<file path="src/rtl/pipeline_hazard_ctrl.sv">
// pipeline_hazard_ctrl
//   Hazard and control unit for the IF -> ID -> EX -> WB pipeline.
//   It keeps a per-register write-pending scoreboard. It stalls IF/ID and
//   inserts ID/EX bubbles on RAW and WAW hazards. It also freezes fetch
//   while a branch or jump is in flight, then flushes IF/ID on a redirect.
//
//   Build option:
//     HAZARD_BYPASS_EN  Define this when the register file writes through.
//                       A WB write then releases a waiting consumer in the
//                       same cycle. Leave it undefined and the consumer
//                       waits one extra cycle after the WB write.
//
//   Handshake: this block has no valid/ready pairs. id_valid and wb_valid
//   are qualifiers sampled every cycle. An ID instruction issues when
//   id_valid=1 in a cycle where stall_if=0 and bubble_id=0 in IDLE.
//   Otherwise the CPU must hold that instruction unchanged in IF/ID.
//
//   fsm_state is a debug view of the branch FSM
//   (0=IDLE, 1=BR_WAIT, 2=REDIR).

module pipeline_hazard_ctrl #(
    parameter int NUM_REGS = 64,
    parameter int REG_AW   = 6,
    parameter int CNT_W    = 16
) (
    input  logic                clk,
    input  logic                rst_n,
    input  logic                id_valid,
    input  logic [REG_AW-1:0]   id_rs,
    input  logic [REG_AW-1:0]   id_rt,
    input  logic                id_rs_used,
    input  logic                id_rt_used,
    input  logic [REG_AW-1:0]   id_rd,
    input  logic                id_regwrt,
    input  logic                id_branch,
    input  logic                wb_valid,
    input  logic                wb_regwrt,
    input  logic [REG_AW-1:0]   wb_rd,
    input  logic                wb_redirect,
    output logic                stall_if,
    output logic                bubble_id,
    output logic                flush_ifid,
    output logic [NUM_REGS-1:0] pending,
    output logic [CNT_W-1:0]    stall_cnt,
    output logic [1:0]          fsm_state
);

    typedef enum logic [1:0] {
        ST_IDLE    = 2'd0,
        ST_BR_WAIT = 2'd1,
        ST_REDIR   = 2'd2
    } state_e;

    state_e              state_q;
    logic [NUM_REGS-1:0] pending_q, pending_d;
    logic [CNT_W-1:0]    stall_cnt_q, stall_cnt_d;

    logic [NUM_REGS-1:0] clr_vec;
    logic [NUM_REGS-1:0] set_vec;
    logic [NUM_REGS-1:0] eff;
    logic                haz;
    logic                issue;

    // One-hot decode of a register index. An index that has no matching
    // scoreboard bit decodes to zero, so it sets, clears and hazards nothing.
    function automatic logic [NUM_REGS-1:0] reg_onehot(input logic [REG_AW-1:0] idx);
        logic [NUM_REGS-1:0] v;
        v = '0;
        for (int i = 0; i < NUM_REGS; i++) begin
            if (idx == REG_AW'(i)) begin
                v[i] = 1'b1;
            end
        end
        return v;
    endfunction

    // Scoreboard clear from WB. This also builds the view used for hazard
    // checks: in the bypass build a same-cycle WB write no longer blocks.
    always_comb begin
        clr_vec = '0;
        if (wb_valid && wb_regwrt) begin
            clr_vec = reg_onehot(wb_rd);
        end
`ifdef HAZARD_BYPASS_EN
        eff = pending_q & ~clr_vec;
`else
        eff = pending_q;
`endif
    end

    // Hazard detection and issue decision for the instruction in ID.
    always_comb begin
        haz = id_valid & (
                  (id_rs_used & |(eff & reg_onehot(id_rs))) |
                  (id_rt_used & |(eff & reg_onehot(id_rt))) |
                  (id_regwrt  & |(eff & reg_onehot(id_rd))));
        issue = id_valid & ~haz & (state_q == ST_IDLE);
        set_vec = '0;
        if (issue && id_regwrt) begin
            set_vec = reg_onehot(id_rd);
        end
        // The set is OR-ed in last. When the same register is set and
        // cleared on one edge, it stays pending.
        pending_d = (pending_q & ~clr_vec) | set_vec;
    end

    // Pipeline control outputs. They are driven directly from the FSM
    // state and the hazard term, so they add no latency.
    always_comb begin
        stall_if   = 1'b0;
        bubble_id  = 1'b0;
        flush_ifid = 1'b0;
        case (state_q)
            ST_IDLE: begin
                stall_if  = haz;
                bubble_id = haz;
            end
            ST_BR_WAIT: begin
                stall_if  = 1'b1;
                bubble_id = 1'b1;
            end
            ST_REDIR: begin
                flush_ifid = 1'b1;
                bubble_id  = 1'b1;
            end
            default: begin
                stall_if   = 1'b0;
                bubble_id  = 1'b0;
                flush_ifid = 1'b0;
            end
        endcase
    end

    // Stall-cycle counter. It stops at all-ones instead of wrapping.
    always_comb begin
        stall_cnt_d = stall_cnt_q;
        if (stall_if && (stall_cnt_q != {CNT_W{1'b1}})) begin
            stall_cnt_d = stall_cnt_q + CNT_W'(1);
        end
    end

    // Branch FSM. Fetch is frozen from branch issue until the branch
    // resolves in WB. A taken branch then spends one cycle flushing IF/ID.
    always_ff @(posedge clk or negedge rst_n) begin
        if (!rst_n) begin
            state_q <= ST_IDLE;
        end else begin
            case (state_q)
                ST_IDLE: begin
                    if (issue && id_branch) begin
                        state_q <= ST_BR_WAIT;
                    end
                end
                ST_BR_WAIT: begin
                    if (wb_valid) begin
                        state_q <= wb_redirect ? ST_REDIR : ST_IDLE;
                    end
                end
                ST_REDIR: begin
                    state_q <= ST_IDLE;
                end
                default: begin
                    state_q <= ST_IDLE;
                end
            endcase
        end
    end

    // Scoreboard and stall counter registers.
    always_ff @(posedge clk or negedge rst_n) begin
        if (!rst_n) begin
            pending_q   <= '0;
            stall_cnt_q <= '0;
        end else begin
            pending_q   <= pending_d;
            stall_cnt_q <= stall_cnt_d;
        end
    end

    assign pending   = pending_q;
    assign stall_cnt = stall_cnt_q;
    assign fsm_state = state_q;

endmodule

</file>
<file path="config.mk">
export PLATFORM = sky130hd
export DESIGN_NAME = pipeline_hazard_ctrl
export DESIGN_NICKNAME = d
export VERILOG_FILES = /design/src/rtl/pipeline_hazard_ctrl.sv
export SDC_FILE = /design/constraint.sdc
export NUM_CORES = 1
export LEC_CHECK = 0
export ABC_AREA = 1
export BUFFER_PORTS_ARGS = -buffer_cell sky130_fd_sc_hd__buf_4
export CAP_MARGIN = 5
export CORE_ASPECT_RATIO = 0.5
export CORE_MARGIN = 2
export CORE_UTILIZATION = 50
export DETAILED_ROUTE_END_ITERATION = 8
export GPL_TIMING_DRIVEN = 1
export PLACE_DENSITY = 0.73
export SKIP_CTS_REPAIR_TIMING = 1
export SYNTH_ARGS = -nofsm -noshare
export SYNTH_HDL_FRONTEND = slang
export SYNTH_SLANG_ARGS = --single-unit
</file>
<file path="constraint.sdc">
create_clock -name clk -period 2.7 [get_ports clk]
set_input_delay 0.54 -clock clk [delete_from_list [all_inputs] [get_ports clk]]
set_output_delay 0.54 -clock clk [all_outputs]
set_load 0.03 [all_outputs]
</file>
==> impl_metrics.yaml <==
run_status:
  status: "finished, violations left"
  violations: "setup timing"
global_routing:
  track_usage_pct: 39.4
  antenna_found_initial: 0
  grt_overflow_total: 0
  grt_pass1_vias: 6927
  grt_pass1_wl_um: 38700
  grt_max_degree: 46
sta:
  rsz0062_at_grt: "yes"
  fin_crit_sh_pct: 106
  skew_ns: 0.0156
  maxSlewViolCount: 0
  fmax_mhz: 350
  timing.hold.ws_ns: 0.190
  layout_setup_ws_ns: -0.157
  final-setup-viol-count: 2
  tns_ns: -0.292
  worst_pin_slew_ns: 0.814
  finalCriticalPeriod_ns: 2.86
  hold_viol_final: 0
  slew_headroom_pct: 45.6
cts:
  path_clk_slew_ns: 0.07
  cts_sinks: 82
  cts_buffer_depth: 2
  cts-buffers-inserted: 9
  root_buffer: "clkbuf_16"
  clkLatencyLatePin_ns: 0.35
  htree_num_levels: 3
  cts_tree: "yes"
setup_path:
  arrival_ns: 2.32
  worst-path-buf-inv: 4
  regToRegSetupSlack_ns: 0.21
  required_ns: 2.16
  cp-end-kind: "primary output"
  crit_path_max_fanout: 10
  crit_type: "in -> out"
  crit_family: "simple AND/OR/NAND/NOR gates"
  startpoint_type: "primary input"
  slowest_delay_ns: 0.21
  crit_path_cell_trace: "buf_4 > nor2_4 > clkbuf_16 > nand3_1 > nand2_1 > nor2_2 > nand2_1 > nor2_1 > nand2_1 > nor2_2 > buf_6 > nor2_4 > nor2_4 > nand2_2 > nand2_4 > a21oi_2 > buf_6"
  crit_slowest_cell: "nor2_4"
die:
  die_area_um2: 13000
  die_y_um: 81.5
  coreArea_um2: 11800
  fp-row-count: 28
  io_pins: 119
  die_w_um: 159
  start_util_pct: 51.0
synth:
  yosysSeqAreaShare_pct: 34.2
  syn-cell-area_um2: 6000
  synth_area_per_cell_um2: 6.27
  syn_nets: 996
  yosysTopAreaCell: "dfrtp_1"
  yosys_warnings: 0
  syn_inst: 957
  synth_cell_types: 22
  synth_area_leaders: "dfrtp_1, nand3_1, nand2_1"
  synth_top_area_share_pct: 34.2
  ys_seq_elements: 82
detailed_routing:
  vias: 8045
  first_pass_iters: 7
  wl_per_cell_um: 20.4
  routed_via_density: 6.11
  drc_errors: 0
  drt-initial-drc-count: 887
  drtAntennaViolNets: 0
  routed_wirelength_um: 26800
pwr:
  combPwrFrac_pct: 38.6
  p_seq_share_pct: 35.8
  power_switching_mw: 2.37
  p_leak_nw: 4.66
  max-vdd-ir-drop_mv: 1.11
  p_int_mw: 2.93
  pwr-share-clk_pct: 25.5
  powerDensity_nw_per_um2: 603
  switching_share_pct: 44.8
  total_power_mw: 5.30
finish:
  antennaDiodeCount: 0
  drive_above_1_share_pct: 32.6
  final_core_util_pct: 74.7
  final_area_um2: 8790
  syn_to_final_growth_pct: 46.4
  layout.nets: 1186
  nFillCells: 952
run:
  maxCapViolations: 0
place:
  dp_hpwl_um: 19100
  port_buffers: 118
  place_congestion: 1.01
  placed_area_um2: 7670
min_path:
  hold_class: "in -> async"
## logic make-up (layout without fill, tap and decap cells)
group / after synthesis / count (layout) / share of synthesized area (%)
flip-flops: 82 / 82 / 34.2
buffers and inverters: 74 / 269 / 5.92
AO/OA/AOI/OAI: 65 / 65 / 5.42
AND/OR/NAND/NOR: 717 / 717 / 51.4
XOR/XNOR: 14 / 14 / 2.04
adder cells (fa/ha/maj): 5 / 5 / 1.04
## placed cells by master, fill, tap and decap left out, types with 5 or more instances in the layout
cell type and count:
nand2_1 255, nand3_1 241, buf_4 182, dfrtp_1 82, nor2_1 73, o21ai_0 64
nor2_4 36, nor2_2 33, nand2_2 28, inv_1 25, nand2_4 17, nand4_1 14
nand3_2 13, buf_6 13, buf_12 12, clkbuf_16 11, inv_2 10, xnor2_1 7
xor2_1 7, inv_4 5, ha_1 5
## worst reg2reg max path, stage by stage, from the launching register on
cell	delay, ns
dfrtp_1	0.51
nand3_1	0.14
nand2_1	0.07
nor2_2	0.12
nand2_1	0.09
nor2_1	0.13
nand2_1	0.08
nor2_2	0.12
buf_6	0.13
nor2_4	0.04
nor2_4	0.09
nand2_2	0.08
buf_4	0.14
nor3_4	0.15
buf_12	0.18
buf_4	0.19
nand3_1	0.09
nand2_1	0.08
## cells in the mapped netlist (all sizes together)
cell    number
a21oi        1
buf         25
clkbuf       6
dfrtp       82
ha           5
inv         43
nand2      301
nand3      254
nand3b       1
nand4       14
nor2       142
nor3         4
o21ai       64
or2          1
xnor2        7
xor2         7
## power groups by stage
| stage | clock, mW | combinational [mW] | sequential, mW |
|---|---|---|---|
| floorplan | 0 | 0.687 | 2.09 |
| global placement | 0 | 1.82 | 1.88 |
| detailed placement | 0 | 1.86 | 1.87 |
| CTS | 1.36 | 1.86 | 1.85 |
| global route | 1.40 | 2.18 | 1.89 |
| finish | 1.35 | 2.05 | 1.90 |
## registers in the layout, summed over array words and instances, names as in the netlist
signal / cells
fsm_state: 2
stall_cnt: 16
pending: 64
## final timing paths
check,start,endpoint,depth (start not counted)
setup / recovery,id_rd[4],bubble_id,17
hold / removal,rst_n,stall_cnt[14]$_DFFE_PN0P_,1
setup reg to reg,pending[11]$_DFF_PN0_,pending[55]$_DFF_PN0_,17
hold reg to reg,stall_cnt[1]$_DFFE_PN0P_,stall_cnt[1]$_DFFE_PN0P_,2
max in group asynchronous,rst_n,pending[62]$_DFF_PN0_,2
min in group clk,wb_redirect,fsm_state[1]$_DFFE_PN0P_,5
## routing by layer
metal	global-route usage, %	wire [um]	up-vias
met3	11.9	3880	160
li1	-	-	3569
met4	18.0	1390	0
met1	52.8	10600	3662
met5	0.758	0	-
met2	59.4	10900	654
## cell type report
class	count	area (um^2)	area share, %
Clock inverter	7	93.8	1.07
Timing Repair Buffer	210	1810	20.6
Tap cell	165	206	2.35
Clock buffer	9	225	2.56
Inverter	43	193	2.19
Multi-Input combinational cell	801	4210	47.9
Sequential cell	82	2050	23.3
## stage by stage
| step | instances | setup slack, ns |
|---|---|---|
| global route | 1317 | -0.258 |
| detailed placement | 1300 | -0.379 |
| finish | 1317 | -0.157 |
| CTS | 1316 | -0.387 |
| floorplan | 957 | 0.0684 |
| global placement | 1300 | -0.361 |
Power figures use the tool's default switching activity.
